### src/rtl/zbt_proc_writer.sv
// Write-back stage for processed two-pixel words: buffers words in a small FIFO
// and issues pipelined writes to ZBT bank 1 on arbiter grants.
module zbt_proc_writer #(
    parameter int FIFO_LOGSIZE = 3,
    parameter int ADDR_W       = 19,
    parameter int DATA_W       = 36,
    parameter int V_ACTIVE     = 768
) (
    input  logic                    clk,
    input  logic                    reset,
    input  logic                    enable,
    input  logic                    pix_valid,
    input  logic [DATA_W-1:0]       proc_pixs,
    input  logic [ADDR_W-1:0]       proc_addr,
    input  logic                    zbt_grant,
    output logic [ADDR_W-1:0]       zbt_addr,
    output logic                    zbt_we,
    output logic [DATA_W-1:0]       zbt_write_data,
    output logic [FIFO_LOGSIZE:0]   fifo_level,
    output logic                    overflow,
    output logic                    idle
);

    localparam int DEPTH   = 1 << FIFO_LOGSIZE;
    localparam int ENTRY_W = ADDR_W + DATA_W;
    localparam int ROW_W   = 10;
    localparam logic [ROW_W-1:0]        V_ROW      = ROW_W'(V_ACTIVE);
    localparam logic [FIFO_LOGSIZE:0]   FULL_LEVEL = (FIFO_LOGSIZE+1)'(DEPTH);

    typedef enum logic [1:0] {
        S_IDLE  = 2'd0,
        S_RUN   = 2'd1,
        S_FLUSH = 2'd2
    } state_t;

    state_t                    state_q, state_d;
    logic [FIFO_LOGSIZE-1:0]   wr_ptr_q, wr_ptr_d;
    logic [FIFO_LOGSIZE-1:0]   rd_ptr_q, rd_ptr_d;
    logic [FIFO_LOGSIZE:0]     level_q, level_d;
    logic                      overflow_q, overflow_d;
    logic                      idle_q, idle_d;
    logic [ADDR_W-1:0]         addr_q, addr_d;
    logic                      we_q, we_d;
    logic [DATA_W-1:0]         wdata_q, wdata_d;
    logic [1:0]                pipe_vld_q, pipe_vld_d;
    logic [1:0][DATA_W-1:0]    pipe_data_q, pipe_data_d;

    logic [ENTRY_W-1:0]        fifo_mem [DEPTH];
    logic [ENTRY_W-1:0]        head;
    logic                      fifo_empty, fifo_full;
    logic                      pop, push_req, push;

    // Head read is combinational so a grant can pop in the same cycle it is seen.
    assign head       = fifo_mem[rd_ptr_q];
    assign fifo_empty = (level_q == '0);
    assign fifo_full  = (level_q == FULL_LEVEL);

    always_comb begin
        state_d     = state_q;
        wr_ptr_d    = wr_ptr_q;
        rd_ptr_d    = rd_ptr_q;
        level_d     = level_q;
        overflow_d  = overflow_q;
        addr_d      = addr_q;
        we_d        = 1'b0;
        wdata_d     = wdata_q;

        pop      = zbt_grant && !fifo_empty;
        push_req = (state_q == S_RUN) && pix_valid
                   && (proc_addr[ADDR_W-1 -: ROW_W] < V_ROW);
        push     = push_req && (!fifo_full || pop);

        if (push_req && fifo_full && !pop) begin
            overflow_d = 1'b1;
        end

        if (push) begin
            wr_ptr_d = wr_ptr_q + FIFO_LOGSIZE'(1);
        end
        if (pop) begin
            rd_ptr_d = rd_ptr_q + FIFO_LOGSIZE'(1);
            addr_d   = head[ENTRY_W-1 -: ADDR_W];
            we_d     = 1'b1;
        end

        if (push && !pop) begin
            level_d = level_q + (FIFO_LOGSIZE+1)'(1);
        end else if (pop && !push) begin
            level_d = level_q - (FIFO_LOGSIZE+1)'(1);
        end

        // Two stages delay the data so it lands two cycles after its write enable.
        pipe_vld_d     = {pipe_vld_q[0], pop};
        pipe_data_d[0] = head[DATA_W-1:0];
        pipe_data_d[1] = pipe_data_q[0];
        if (pipe_vld_q[1]) begin
            wdata_d = pipe_data_q[1];
        end

        case (state_q)
            S_IDLE: begin
                if (enable) state_d = S_RUN;
            end
            S_RUN: begin
                if (!enable) state_d = S_FLUSH;
            end
            S_FLUSH: begin
                if (enable) begin
                    state_d = S_RUN;
                end else if (fifo_empty && !we_q) begin
                    state_d = S_IDLE;
                end
            end
            default: state_d = S_IDLE;
        endcase

        idle_d = (state_d == S_IDLE);
    end

    always_ff @(posedge clk) begin
        if (reset) begin
            state_q     <= S_IDLE;
            wr_ptr_q    <= '0;
            rd_ptr_q    <= '0;
            level_q     <= '0;
            overflow_q  <= 1'b0;
            idle_q      <= 1'b1;
            addr_q      <= '0;
            we_q        <= 1'b0;
            wdata_q     <= '0;
            pipe_vld_q  <= '0;
            pipe_data_q <= '0;
        end else begin
            state_q     <= state_d;
            wr_ptr_q    <= wr_ptr_d;
            rd_ptr_q    <= rd_ptr_d;
            level_q     <= level_d;
            overflow_q  <= overflow_d;
            idle_q      <= idle_d;
            addr_q      <= addr_d;
            we_q        <= we_d;
            wdata_q     <= wdata_d;
            pipe_vld_q  <= pipe_vld_d;
            pipe_data_q <= pipe_data_d;
        end
    end

    always_ff @(posedge clk) begin
        if (push) begin
            fifo_mem[wr_ptr_q] <= {proc_addr, proc_pixs};
        end
    end

    assign zbt_addr       = addr_q;
    assign zbt_we         = we_q;
    assign zbt_write_data = wdata_q;
    assign fifo_level     = level_q;
    assign overflow       = overflow_q;
    assign idle           = idle_q;

endmodule

### config.mk
export PLATFORM = sky130hd
export DESIGN_NAME = zbt_proc_writer
export DESIGN_NICKNAME = d
export VERILOG_FILES = /design/src/rtl/zbt_proc_writer.sv
export SDC_FILE = /design/constraint.sdc
export NUM_CORES = 1
export LEC_CHECK = 0
export ABC_AREA = 1
export BUFFER_PORTS_ARGS = -buffer_cell sky130_fd_sc_hd__buf_2
export CORE_MARGIN = 1
export CORE_UTILIZATION = 45
export DETAILED_ROUTE_END_ITERATION = 12
export HOLD_SLACK_MARGIN = 0.08
export PLACE_DENSITY = 0.63
export SYNTH_ARGS = -nofsm -noshare
export SYNTH_HDL_FRONTEND = slang
export SYNTH_SLANG_ARGS = --single-unit
### constraint.sdc
create_clock -name clk -period 3.94 [get_ports clk]
set_input_delay 0.197 -clock clk [delete_from_list [all_inputs] [get_ports clk]]
set_output_delay 0.197 -clock clk [all_outputs]
set_load 0.05 [all_outputs]
==> run_results.csv, run 1 <==
group,metric,value,unit
outcome,run_status,"finished clean",
timing,slew_headroom,0.290,
timing,clock-skew-final,0.0310,ns
timing,fin_ws,1.20,ns
setup_path,cpMaxStageDelayCell,"sky130_fd_sc_hd__nor2_4",
grt,initial_antenna_violation_count,1,
pwr,p_total,16.2,mW
setup_path,critical_path.max_stage_delay,0.62,ns
drt,drtIter0Drc,986,
pwr,power.switching_fraction,0.312,
setup_path,critPathMostFrequentCell,"sky130_fd_sc_hd__nand2_1",
pwr,power-per-cell-area,629,nW/um2
cells_and_area,ff_latch_area,16100,um2
timing,fin_crit_sh,0.695,
place,setup_slack_placement,1.19,ns
setup_path,critical_path_peak_fanout,21,
floorplanning,die_footprint,49800,um2
grt,grt_pass1_vias,14100,
floorplanning,start_util,0.459,
drt,met1_wirelength,21700,um
clock_network,cts.sinks,586,
floorplanning,design.portCount,122,
yosys,post_synth_inst_count,1938,
floorplanning,placement_rows,80,
grt,grt_first_pass_wirelength,77700,um
timing,clock.fmax,365,MHz
grt,total_grt_overflow,0,
setup_path,critPathKind,"reg -> reg",
drt,route.met2.wl,24300,um
place,globalplace.congestion,0.772,
yosys,syn_area,22000,um2
pwr,combPwrFrac,0.212,
pwr,peakVddDrop,0.474,mV
grt,pin_count_of_the_biggest_net_entering_global_routing,221,
timing,setup_violations,0,
hold_path,hold_path_class,"in -> reg",
drt,drtPass1Iterations,6,
yosys,number_of_nets_in_the_synthesized_netlist,2004,
pwr,clockPowerShare,0.336,
drt,vias,14200,
cells_and_area,multiInputGateArea,4780,um2
yosys,synth_area_per_cell,11.3,um2
timing,hold_viol,0,
place,io_buffers,121,
clock_network,cts_root_buffer,"sky130_fd_sc_hd__clkbuf_16",
place,hpwl_reported_at_the_end_of_detailed_placement,26700,um
clock_network,cts_max_level,2,
floorplanning,die-width,223,um
clock_network,post_cts.resized_instances,0,
cells_and_area,total_of_fill_cells_in_the_finished_design,4017,
clock_network,cts_buffer_depth,3,
clock_network,clk_transition_reported_paths,0.06,ns
cells_and_area,area_growth_syn_to_layout,16.8,%
timing,setup-tns-final,0,ns
floorplanning,design.core.area,47900,um2
pwr,sequentialPowerShare,0.452,
drt,routed_wire_length_per_instance,18.0,um
setup_path,cp.required,4.22,ns
drt,antenna_left,0,
grt,grt_total_usage,0.201,
timing,timing_worst_slew_pin_value,1.07,ns
drt,drt_drc_violations_left,0,
cells_and_area,utilization,0.536,
job,cap_violations,0,
yosys,yosysSeqAreaShare,0.734,
setup_path,crit_path_end_kind,"register",
setup_path,path_buf_inv,3,
pwr,switching_power,5.04,mW
setup_path,crit_arrival,3.01,ns
clock_network,clkLatencyLatePin,0.63,ns
cells_and_area,final_nets,2157,
yosys,yosys_warnings,0,
floorplanning,chipHeight,223,um
setup_path,timing.critical_path.max_delay_family,"simple AND/OR/NAND/NOR gates",
drt,route.detailed.vias_per_inst,5.15,
yosys,yosysUniqueCellTypes,26,
yosys,synth_seq_cells,586,
timing,rsz0062_at_grt,"false",
drt,postRouteWirelength,49500,um
pwr,internal_power,11.1,mW
cells_and_area,fraction_of_final_layout_cells_sized_beyond_drive_strength_1,0.119,
pwr,p_leak,9.91,nW
setup_path,cp-start-kind,"register",
clock_network,cts_inserted_buffers,58,
clock_network,cts_tree,"done",
drt,maxUsedRoutingLayer,"met4",
drt,met3_routed_wl,2440,um
setup_path,cp_cell_sequence,"inv_1 -> nor2_1 -> nand2_1 -> a21oi_1 -> nand2_1 -> inv_1 -> nand2_1 -> nor2_4 -> buf_4",
timing,finalWorstPathRequiredPeriod,2.74,ns
timing,holdWs,0.137,ns
timing,report.final.slew_viol_count,0,
[flip-flops by register name (all words and copies together), names as in the netlist, 3 cells and up, named ones only]
name	cells
fifo_level	4
pipe_data_q	36
rd_ptr_q	3
pipe_data_d	36
fifo_mem	440
wr_ptr_q	3
zbt_addr	19
zbt_write_data	36
[cell usage after synthesis]
library cell / number / area share
sky130_fd_sc_hd__o22ai_1: 36 / 0.010
sky130_fd_sc_hd__inv_1: 167 / 0.028
sky130_fd_sc_hd__o21ai_1: 28 / 0.0064
sky130_fd_sc_hd__xor2_1: 3 / 0.0012
sky130_fd_sc_hd__edfxtp_1: 440 / 0.60
sky130_fd_sc_hd__nand4_1: 1 / 0.00028
sky130_fd_sc_hd__nor4_1: 1 / 0.00028
sky130_fd_sc_hd__nor2_1: 383 / 0.065
sky130_fd_sc_hd__clkbuf_2: 1 / 0.00023
sky130_fd_sc_hd__buf_1: 10 / 0.0017
sky130_fd_sc_hd__a31oi_1: 1 / 0.00028
sky130_fd_sc_hd__nand2_1: 232 / 0.040
sky130_fd_sc_hd__buf_6: 5 / 0.0026
sky130_fd_sc_hd__fa_1: 1 / 0.00091
sky130_fd_sc_hd__inv_2: 2 / 0.00034
sky130_fd_sc_hd__ha_1: 5 / 0.0028
sky130_fd_sc_hd__or2_2: 1 / 0.00028
sky130_fd_sc_hd__dfxtp_1: 146 / 0.13
sky130_fd_sc_hd__a21oi_1: 27 / 0.0061
sky130_fd_sc_hd__buf_2: 33 / 0.0075
sky130_fd_sc_hd__o21ai_0: 230 / 0.052
sky130_fd_sc_hd__and3_1: 2 / 0.00057
sky130_fd_sc_hd__nand3_1: 122 / 0.028
sky130_fd_sc_hd__clkinv_1: 1 / 0.00017
sky130_fd_sc_hd__buf_4: 4 / 0.0014
sky130_fd_sc_hd__clkbuf_1: 56 / 0.0096
[power by group through the flow]
stage          logic (mW)  clock network (mW)  registers (mW)
5_1_grt              3.84                5.76            7.36
3_5_place_dp         3.39                   0            7.45
4_1_cts              3.46                5.54            7.32
3_3_place_gp         3.33                   0            7.44
2_1_floorplan        2.14                   0            7.78
6_report             3.43                5.43            7.31
[through the flow]
stage / cells / area [um2]
after floorplan: 1938 / 22000
after global placement: 2588 / 23200
after detailed placement: 2588 / 23200
after CTS: 2755 / 25700
after global routing: 2756 / 25700
final: 2756 / 25700
[repair_timing]
action	in CTS	in global routing
hold endpoints to repair	462	0
endpoints found under the setup margin	0	0
buffers inserted	0	0
hold buffers	58	0
[layout make-up]
type	instances	area share
Sequential cell	586	0.629
Multi-Input combinational cell	1073	0.186
Clock buffer	85	0.0660
Timing Repair Buffer	202	0.0559
Tap cell	615	0.0300
Inverter	170	0.0250
Clock inverter	24	0.00828
Antenna cell	1	0.0000974
[cell families after synthesis]
group,synth area share
AO/OA/AOI/OAI,0.0754
XOR/XNOR,0.00119
buffers and inverters,0.0519
AND/OR/NAND/NOR,0.134
flip-flops,0.734
adder cells (fa/ha/maj),0.00375
[worst min-delay path, stage by stage]
cell                      delay, ns
sky130_fd_sc_hd__buf_2         0.10
sky130_fd_sc_hd__nor2_1        0.04
sky130_fd_sc_hd__nand3_1       0.13
sky130_fd_sc_hd__nand3_1       0.09
sky130_fd_sc_hd__a21oi_1       0.16
[cell usage in the layout (no fill, tap or decap), types with 2 or more instances in the layout]
cell | netlist | layout
sky130_fd_sc_hd__a21oi_1 | 27 | 27
sky130_fd_sc_hd__and3_1 | 2 | 2
sky130_fd_sc_hd__buf_12 | 0 | 6
sky130_fd_sc_hd__buf_2 | 33 | 120
sky130_fd_sc_hd__buf_4 | 4 | 18
sky130_fd_sc_hd__bufinv_16 | 0 | 2
sky130_fd_sc_hd__clkbuf_1 | 56 | 11
sky130_fd_sc_hd__clkbuf_16 | 0 | 58
sky130_fd_sc_hd__clkbuf_2 | 1 | 2
sky130_fd_sc_hd__clkbuf_8 | 0 | 14
sky130_fd_sc_hd__clkinv_1 | 1 | 5
sky130_fd_sc_hd__clkinv_2 | 0 | 14
sky130_fd_sc_hd__dfxtp_1 | 146 | 142
sky130_fd_sc_hd__dfxtp_2 | 0 | 2
sky130_fd_sc_hd__dfxtp_4 | 0 | 2
sky130_fd_sc_hd__dlygate4sd3_1 | 0 | 58
sky130_fd_sc_hd__edfxtp_1 | 440 | 440
sky130_fd_sc_hd__ha_1 | 5 | 5
sky130_fd_sc_hd__inv_1 | 167 | 165
sky130_fd_sc_hd__inv_2 | 2 | 3
sky130_fd_sc_hd__inv_6 | 0 | 2
sky130_fd_sc_hd__nand2_1 | 232 | 232
sky130_fd_sc_hd__nand3_1 | 122 | 122
sky130_fd_sc_hd__nor2_1 | 383 | 375
sky130_fd_sc_hd__nor2_4 | 0 | 8
sky130_fd_sc_hd__o21ai_0 | 230 | 230
sky130_fd_sc_hd__o21ai_1 | 28 | 28
sky130_fd_sc_hd__o22ai_1 | 36 | 36
sky130_fd_sc_hd__xor2_1 | 3 | 3
[routing by layer]
| layer | vias to the layer above | global-route usage |
|---|---|---|
| li1 | 6849 | - |
| met3 | 83 | 0.0328 |
| met1 | 6929 | 0.262 |
| met2 | 342 | 0.342 |
| met4 | 0 | 0.0667 |
| met5 | - | 0 |
[path summary, 6_finish.rpt]
kind / startpoint / to / slack (ns) / cells after the start
worst max-delay path: state_q[0] / fifo_mem[6][29] / 1.20 / 9
worst min register to register: pipe_data_d[37] / pipe_data_q[37] / 0.40 / 2
worst max register to register: state_q[0] / fifo_mem[6][29] / 1.20 / 9
worst min-delay path: zbt_grant / wr_ptr_q[2] / 0.14 / 5
Power figures use the tool's default switching activity.
==> inputs of run 2 (changes only) <==
--- a/config.mk
+++ b/config.mk
@@ -5,13 +5,13 @@
 export SDC_FILE = /design/constraint.sdc
 export NUM_CORES = 1
 export LEC_CHECK = 0
-export ABC_AREA = 1
+export ABC_AREA = 0
 export BUFFER_PORTS_ARGS = -buffer_cell sky130_fd_sc_hd__buf_2
 export CORE_MARGIN = 1
 export CORE_UTILIZATION = 45
 export DETAILED_ROUTE_END_ITERATION = 12
 export HOLD_SLACK_MARGIN = 0.08
-export PLACE_DENSITY = 0.63
+export PLACE_DENSITY = 0.61
 export SYNTH_ARGS = -nofsm -noshare
 export SYNTH_HDL_FRONTEND = slang
 export SYNTH_SLANG_ARGS = --single-unit
==> constraint.sdc (replaced) <==
create_clock -name clk -period 2.9 [get_ports clk]
set_input_delay 0.145 -clock clk [delete_from_list [all_inputs] [get_ports clk]]
set_output_delay 0.145 -clock clk [all_outputs]
set_load 0.05 [all_outputs]
==> run_results.csv, run 2 <==
group,metric,value,unit
floorplanning,die-width,218,um
floorplanning,die_footprint,47400,um2
clock_network,cts_max_level,2,
floorplanning,design.portCount,122,
cells_and_area,layout.cells.non_filler,1937,
setup_path,crit_arrival,3.15,ns
grt,grt_total_usage,0.174,
cells_and_area,insertedDiodeCount,0,
drt,postRouteWirelength,40400,um
timing,timing_worst_slew_pin_value,0.733,ns
timing,fin_crit_sh,0.920,
setup_path,startpoint,"fifo_level[2]",
grt,grt_first_pass_wirelength,62300,um
yosys,yosysSeqAreaShare,0.770,
setup_path,regToRegStartpoint,"fifo_level[2]",
yosys,synth-edff-count,440,
cells_and_area,final_common_cell,"sky130_fd_sc_hd__edfxtp_1",
pwr,power-per-cell-area,798,nW/um2
place,place.detailed.instances,1768,
yosys,netlist_top_cells_area,"sky130_fd_sc_hd__edfxtp_1 (63%), sky130_fd_sc_hd__dfxtp_1 (14%), sky130_fd_sc_hd__mux4_2 (12%)",
pwr,p_leak,8.36,nW
drt,drt_drc_violations_left,0,
timing,hold_viol,0,
hold_path,hold_path_class,"in -> reg",
drt,drtPass1Iterations,5,
cells_and_area,final_nets,1353,
yosys,post_synth_inst_count,1068,
grt,initial_antenna_violation_count,1,
floorplanning,design.core.area,45700,um2
grt,pin_count_of_the_biggest_net_entering_global_routing,78,
clock_network,cts_root_buffer,"sky130_fd_sc_hd__clkbuf_16",
cells_and_area,max_reg_flops,440,
timing,slew_headroom,0.511,
drt,routed_wire_length_per_instance,20.9,um
setup_path,critPathCapture,"fifo_level[3]",
place,io_buffers,121,
timing,report.final.slew_viol_count,0,
setup_path,critPathKind,"reg -> reg",
grt,total_grt_overflow,0,
floorplanning,start_util,0.459,
place,setup_slack_placement,0.243,ns
yosys,synth_top_cell_by_area,"sky130_fd_sc_hd__edfxtp_1",
yosys,syn_area,20900,um2
clock_network,clk_transition_reported_paths,0.06,ns
grt,grt_pass1_vias,10500,
yosys,synth_top_area_frac,0.631,
drt,route.detailed.vias_per_inst,5.20,
setup_path,crit_path_end_kind,"register",
yosys,synth_seq_cells,586,
yosys,most_frequent_cell_after_synthesis,"sky130_fd_sc_hd__edfxtp_1",
drt,antenna_left,0,
setup_path,cp-start-kind,"register",
timing,fin_ws,0.233,ns
clock_network,cts.sinks,586,
place,hpwl_reported_at_the_end_of_detailed_placement,22400,um
yosys,yosys-top-cells-count,"sky130_fd_sc_hd__edfxtp_1 (440), sky130_fd_sc_hd__dfxtp_1 (146), sky130_fd_sc_hd__mux4_2 (110)",
yosys,ys_flop_type,"sky130_fd_sc_hd__edfxtp_1",
yosys,ys_async_sr_fraction,0,
timing,rsz0062_at_grt,"false",
hold_path,hold_depth,3,
cells_and_area,area_growth_syn_to_layout,19.7,%
yosys,number_of_nets_in_the_synthesized_netlist,1134,
clock_network,cts_inserted_buffers,58,
timing,clock-skew-final,0.0148,ns
setup_path,timing.reg2reg.setup_slack,0.23,ns
clock_network,clkLatencyLatePin,0.60,ns
outcome,run_status,"finished clean",
setup_path,r2r.worst_path.cells,11,
timing,clock.fmax,375,MHz
setup_path,cp.required,3.38,ns
yosys,synth_area_per_cell,19.6,um2
cells_and_area,utilization,0.549,
setup_path,r2r_end,"fifo_level[3]",
cells_and_area,registers.top_by_ff_count,"fifo_mem",
clock_network,postCtsSetupRepairBufs,0,
place,globalplace.congestion,0.711,
job,cap_violations,0,
floorplanning,chipHeight,218,um
setup_path,critical_path_peak_fanout,6,
clock_network,cts_tree,"done",
cells_and_area,layout.cells.most_common_list,"sky130_fd_sc_hd__edfxtp_1 (440), sky130_fd_sc_hd__dfxtp_1 (138), sky130_fd_sc_hd__buf_2 (120)",
drt,drtIter0Drc,745,
floorplanning,placement_rows,78,
pwr,peakVddDrop,0.487,mV
yosys,yosysUniqueCellTypes,39,
yosys,yosys_warnings,0,
drt,vias,10100,
cells_and_area,fraction_of_final_layout_cells_sized_beyond_drive_strength_1,0.289,
timing,finalWorstPathRequiredPeriod,2.67,ns
timing,setup_violations,0,
clock_network,cts_buffer_depth,3,
==> run 2: area by class of cell <==
| cell class | count | area, um2 |
|---|---|---|
| inverter | 3 | 11.3 |
| timing repair buffer | 214 | 1610 |
| clock inverter | 26 | 248 |
| clock buffer | 84 | 1680 |
| sequential | 586 | 16200 |
| tap | 600 | 751 |
| multi-input combinational | 424 | 4620 |
| fill | 3583 | 20600 |
==> run 2: how the worst min path moves through the flow <==
| stage | startpoint | end | slack [ns] |
|---|---|---|---|
| 6_report | enable | state_q[1] | 0.31 |
| 5_1_grt | enable | state_q[1] | 0.33 |
| 4_1_cts | enable | state_q[1] | 0.27 |
| 3_5_place_dp | enable | state_q[1] | 0.34 |
| 3_3_place_gp | enable | state_q[1] | 0.33 |
| 2_1_floorplan | enable | state_q[1] | 0.22 |
==> run 2: power breakdown <==
part           leakage [nW]  switching (mW)  internal [mW]
clock                 0.950            3.01           4.45
sequential             5.16           0.232           9.39
combinational          2.25            1.67           1.26
==> run 2: through the flow <==
| stage | TNS (ns) | hold slack [ns] | instance area [um2] | power [mW] |
|---|---|---|---|---|
| after detailed placement | 0 | 0.344 | 22600 | 12.7 |
| after CTS | 0 | 0.269 | 25100 | 20.3 |
| after global placement | 0 | 0.335 | 22600 | 12.7 |
| after floorplan | -10.67 | 0.221 | 21000 | 12.0 |
| final | 0 | 0.305 | 25100 | 20.0 |
| after global routing | 0 | 0.327 | 25100 | 20.8 |
==> run 2: cells by family (layout without fill, tap and decap cells) <==
| group | Yosys count | in the layout | synth area share |
|---|---|---|---|
| flip-flops | 586 | 586 | 0.770 |
| AO/OA/AOI/OAI | 33 | 33 | 0.00974 |
| buffers and inverters | 58 | 327 | 0.0139 |
| multiplexers | 185 | 185 | 0.154 |
| XOR/XNOR | 4 | 4 | 0.00167 |
| AND/OR/NAND/NOR | 196 | 196 | 0.0462 |
| adder cells (fa/ha/maj) | 6 | 6 | 0.00394 |
==> run 2: what timing repair did <==
item | 4_1_cts | 5_1_grt
gates resized for setup | 0 | 0
endpoints found under the hold margin | 482 | 0
hold buffers | 59 | 0
==> run 2: metal layers <==
layer,GRT usage,part of all wire,up-vias
li1,-,-,4621
met1,0.238,0.45,5201
met2,0.288,0.49,192
met3,0.0319,0.040,56
met4,0.0469,0.019,2
met5,0,0.00020,-
==> run 2: worst max-delay path: stages (launching register included) <==
cell and delay [ns]:
sky130_fd_sc_hd__dfxtp_4 0.36, sky130_fd_sc_hd__nor3_2 0.20, sky130_fd_sc_hd__nand3b_1 0.25, sky130_fd_sc_hd__nand2_4 0.23, sky130_fd_sc_hd__inv_1 0.06, sky130_fd_sc_hd__ha_1 0.21
sky130_fd_sc_hd__inv_1 0.13, sky130_fd_sc_hd__ha_1 0.29, sky130_fd_sc_hd__a21oi_1 0.20, sky130_fd_sc_hd__a211oi_1 0.10, sky130_fd_sc_hd__a31oi_1 0.17, sky130_fd_sc_hd__mux2_2 0.34
==> inputs of run 3 (changes only) <==
==> constraint.sdc (replaced) <==
create_clock -name clk -period 3.2 [get_ports clk]
set_input_delay 0.16 -clock clk [delete_from_list [all_inputs] [get_ports clk]]
set_output_delay 0.16 -clock clk [all_outputs]
set_load 0.05 [all_outputs]
==> run_results.csv, run 3 (synthesis results as in run 2) <==
group,metric,value,unit
outcome,run_status,"finished clean",
clock_network,cts_max_level,2,
pwr,p_leak,8.32,nW
pwr,combPwrFrac,0.146,
setup_path,critical_path.max_stage_delay,0.37,ns
grt,grt_first_pass_wirelength,61400,um
cells_and_area,post_route_design_area,24900,um2
grt,pin_count_of_the_biggest_net_entering_global_routing,105,
timing,timing_worst_slew_pin_value,0.946,ns
setup_path,cp_cell_sequence,"nor2b_1 -> and3_1 -> nand2_1 -> inv_1 -> ha_1 -> inv_1 -> ha_1 -> a21oi_1 -> a211oi_1 -> a31oi_1 -> mux2_2",
setup_path,critical_path_peak_fanout,5,
setup_path,critPathKind,"reg -> reg",
timing,hold_viol,0,
setup_path,crit_arrival,3.02,ns
timing,finalWorstPathRequiredPeriod,2.53,ns
clock_network,postCtsSetupRepairBufs,0,
grt,grt_total_usage,0.171,
grt,grt_pass1_vias,10400,
setup_path,crit_path_end_kind,"register",
cells_and_area,total_of_fill_cells_in_the_finished_design,3570,
drt,drt_drc_violations_left,0,
cells_and_area,insertedDiodeCount,0,
hold_path,worstHoldStart,"reset",
place,io_buffers,121,
timing,slew_headroom,0.369,
cells_and_area,registers.top_by_ff_count,"fifo_mem",
floorplanning,placement_rows,78,
setup_path,cp-start-kind,"register",
cells_and_area,final_common_cell,"sky130_fd_sc_hd__edfxtp_1",
cells_and_area,fraction_of_final_layout_cells_sized_beyond_drive_strength_1,0.290,
clock_network,clk_transition_reported_paths,0.07,ns
cells_and_area,max_reg_flops,440,
grt,total_grt_overflow,0,
timing,clock-skew-final,0.0273,ns
setup_path,cpMaxStageDelayCell,"sky130_fd_sc_hd__dfxtp_1",
pwr,power.switching_fraction,0.249,
setup_path,r2r.worst_path.cells,11,
timing,fin_ws,0.667,ns
setup_path,regToRegStartpoint,"state_q[0]",
clock_network,cts_buffer_depth,3,
drt,routed_wire_length_per_instance,20.7,um
drt,antenna_left,0,
drt,route.detailed.vias_per_inst,5.19,
floorplanning,start_util,0.459,
pwr,power-per-cell-area,719,nW/um2
cells_and_area,area_growth_syn_to_layout,19.1,%
floorplanning,die_footprint,47400,um2
clock_network,cts_inserted_buffers,57,
timing,holdWs,0.113,ns
drt,drtIter0Drc,715,
drt,vias,10000,
pwr,sequentialPowerShare,0.486,
pwr,peakVddDrop,0.482,mV
clock_network,cts_tree,"done",
timing,clock.fmax,395,MHz
timing,rsz0062_at_grt,"false",
job,cap_violations,0,
hold_path,hold_depth,2,
setup_path,timing.reg2reg.setup_slack,0.67,ns
clock_network,cts.sinks,586,
timing,report.final.slew_viol_count,0,
drt,drtPass1Iterations,4,
pwr,internal_power,13.5,mW
setup_path,r2r_end,"fifo_level[3]",
place,globalplace.congestion,0.716,
hold_path,worst_hold_endpoint,"zbt_write_data[10]",
cells_and_area,final_nets,1346,
cells_and_area,layout.cells.most_common_list,"sky130_fd_sc_hd__edfxtp_1 (440), sky130_fd_sc_hd__dfxtp_1 (139), sky130_fd_sc_hd__buf_2 (120)",
floorplanning,chipHeight,218,um
setup_path,cp.required,3.69,ns
setup_path,timing.critical_path.max_delay_family,"simple AND/OR/NAND/NOR gates",
floorplanning,design.core.area,45700,um2
floorplanning,die-width,218,um
place,dpl_cell_area,22500,um2
clock_network,cts_root_buffer,"sky130_fd_sc_hd__clkbuf_16",
setup_path,path_buf_inv,2,
place,setup_slack_placement,0.686,ns
floorplanning,design.portCount,122,
grt,initial_antenna_violation_count,1,
timing,setup_violations,0,
hold_path,hold_path_class,"in -> reg",
pwr,switching_power,4.46,mW
pwr,clockPowerShare,0.368,
timing,setup-tns-final,0,ns
timing,fin_crit_sh,0.792,
drt,postRouteWirelength,39900,um
clock_network,clkLatencyLatePin,0.60,ns
place,hpwl_reported_at_the_end_of_detailed_placement,22300,um
==> run 3: cell count changes in the layout (fill, tap and decap cells not counted), moves of 2 or more <==
| cell | before | now |
|---|---|---|
| sky130_fd_sc_hd__clkinv_1 | 9 | 4 |
| sky130_fd_sc_hd__clkbuf_16 | 61 | 59 |
| sky130_fd_sc_hd__dfxtp_4 | 6 | 4 |
| sky130_fd_sc_hd__buf_4 | 22 | 18 |
| sky130_fd_sc_hd__clkinv_4 | 0 | 2 |
| sky130_fd_sc_hd__clkbuf_4 | 2 | 0 |
| sky130_fd_sc_hd__clkinv_2 | 10 | 22 |
| sky130_fd_sc_hd__clkbuf_1 | 15 | 8 |
==> run 3: power by group through the flow <==
stage / clock network (mW) / logic, mW / registers, mW
after floorplan: 0 / 1.58 / 9.26
after global placement: 0 / 2.58 / 8.88
after detailed placement: 0 / 2.61 / 8.89
after CTS: 6.74 / 2.68 / 8.73
after global routing: 7.03 / 2.83 / 8.76
final: 6.59 / 2.62 / 8.72
==> run 3: through the flow <==
step,cells,power (mW),util
floorplan,1068,10.8,-
global placement,1763,11.5,0.492
detailed placement,1763,11.5,0.492
CTS,1928,18.1,0.546
global route,1928,18.6,0.546
finish,1928,17.9,0.546
==> run 3: cell type report <==
type / count / area (um2) / area share
inverters: 3 / 11.3 / 0.000451
well taps: 600 / 751 / 0.0301
clock inverters: 34 / 287 / 0.0115
repair buffers: 208 / 1550 / 0.0621
clock buffers: 73 / 1590 / 0.0637
multi-input cells: 424 / 4600 / 0.185
flip-flops and latches: 586 / 16200 / 0.648
==> run 3: routing by layer <==
layer	share of wire	routed length [um]	track usage	vias up
li1	-	-	-	4594
met1	0.46	18200	0.240	5184
met2	0.49	19500	0.277	166
met3	0.037	1460	0.0301	61
met4	0.018	702	0.0457	2
met5	0.00033	13	0	-
==> run 3: what timing repair did <==
action                    4_1_cts  5_1_grt
resized for setup               0        0
hold endpoints to repair      449        0
hold buffers                   58        0
==> run 3: worst register-to-register path: stages, from the launching register on <==
cell                       delay [ns]
sky130_fd_sc_hd__dfxtp_1         0.37
sky130_fd_sc_hd__nor2b_1         0.23
sky130_fd_sc_hd__and3_1          0.28
sky130_fd_sc_hd__nand2_1         0.10
sky130_fd_sc_hd__inv_1           0.07
sky130_fd_sc_hd__ha_1            0.17
sky130_fd_sc_hd__inv_1           0.10
sky130_fd_sc_hd__ha_1            0.33
sky130_fd_sc_hd__a21oi_1         0.18
sky130_fd_sc_hd__a211oi_1        0.10
sky130_fd_sc_hd__a31oi_1         0.18
sky130_fd_sc_hd__mux2_2          0.35
==> run 3: worst max path at each step <==
stage,start,to,depth (start not counted)
2_1_floorplan,state_q[0],fifo_mem[7][0],4
3_3_place_gp,state_q[0],fifo_level[3],11
3_5_place_dp,state_q[0],fifo_level[3],11
4_1_cts,state_q[0],fifo_level[3],11
5_1_grt,state_q[0],fifo_level[3],11
6_report,state_q[0],fifo_level[3],11
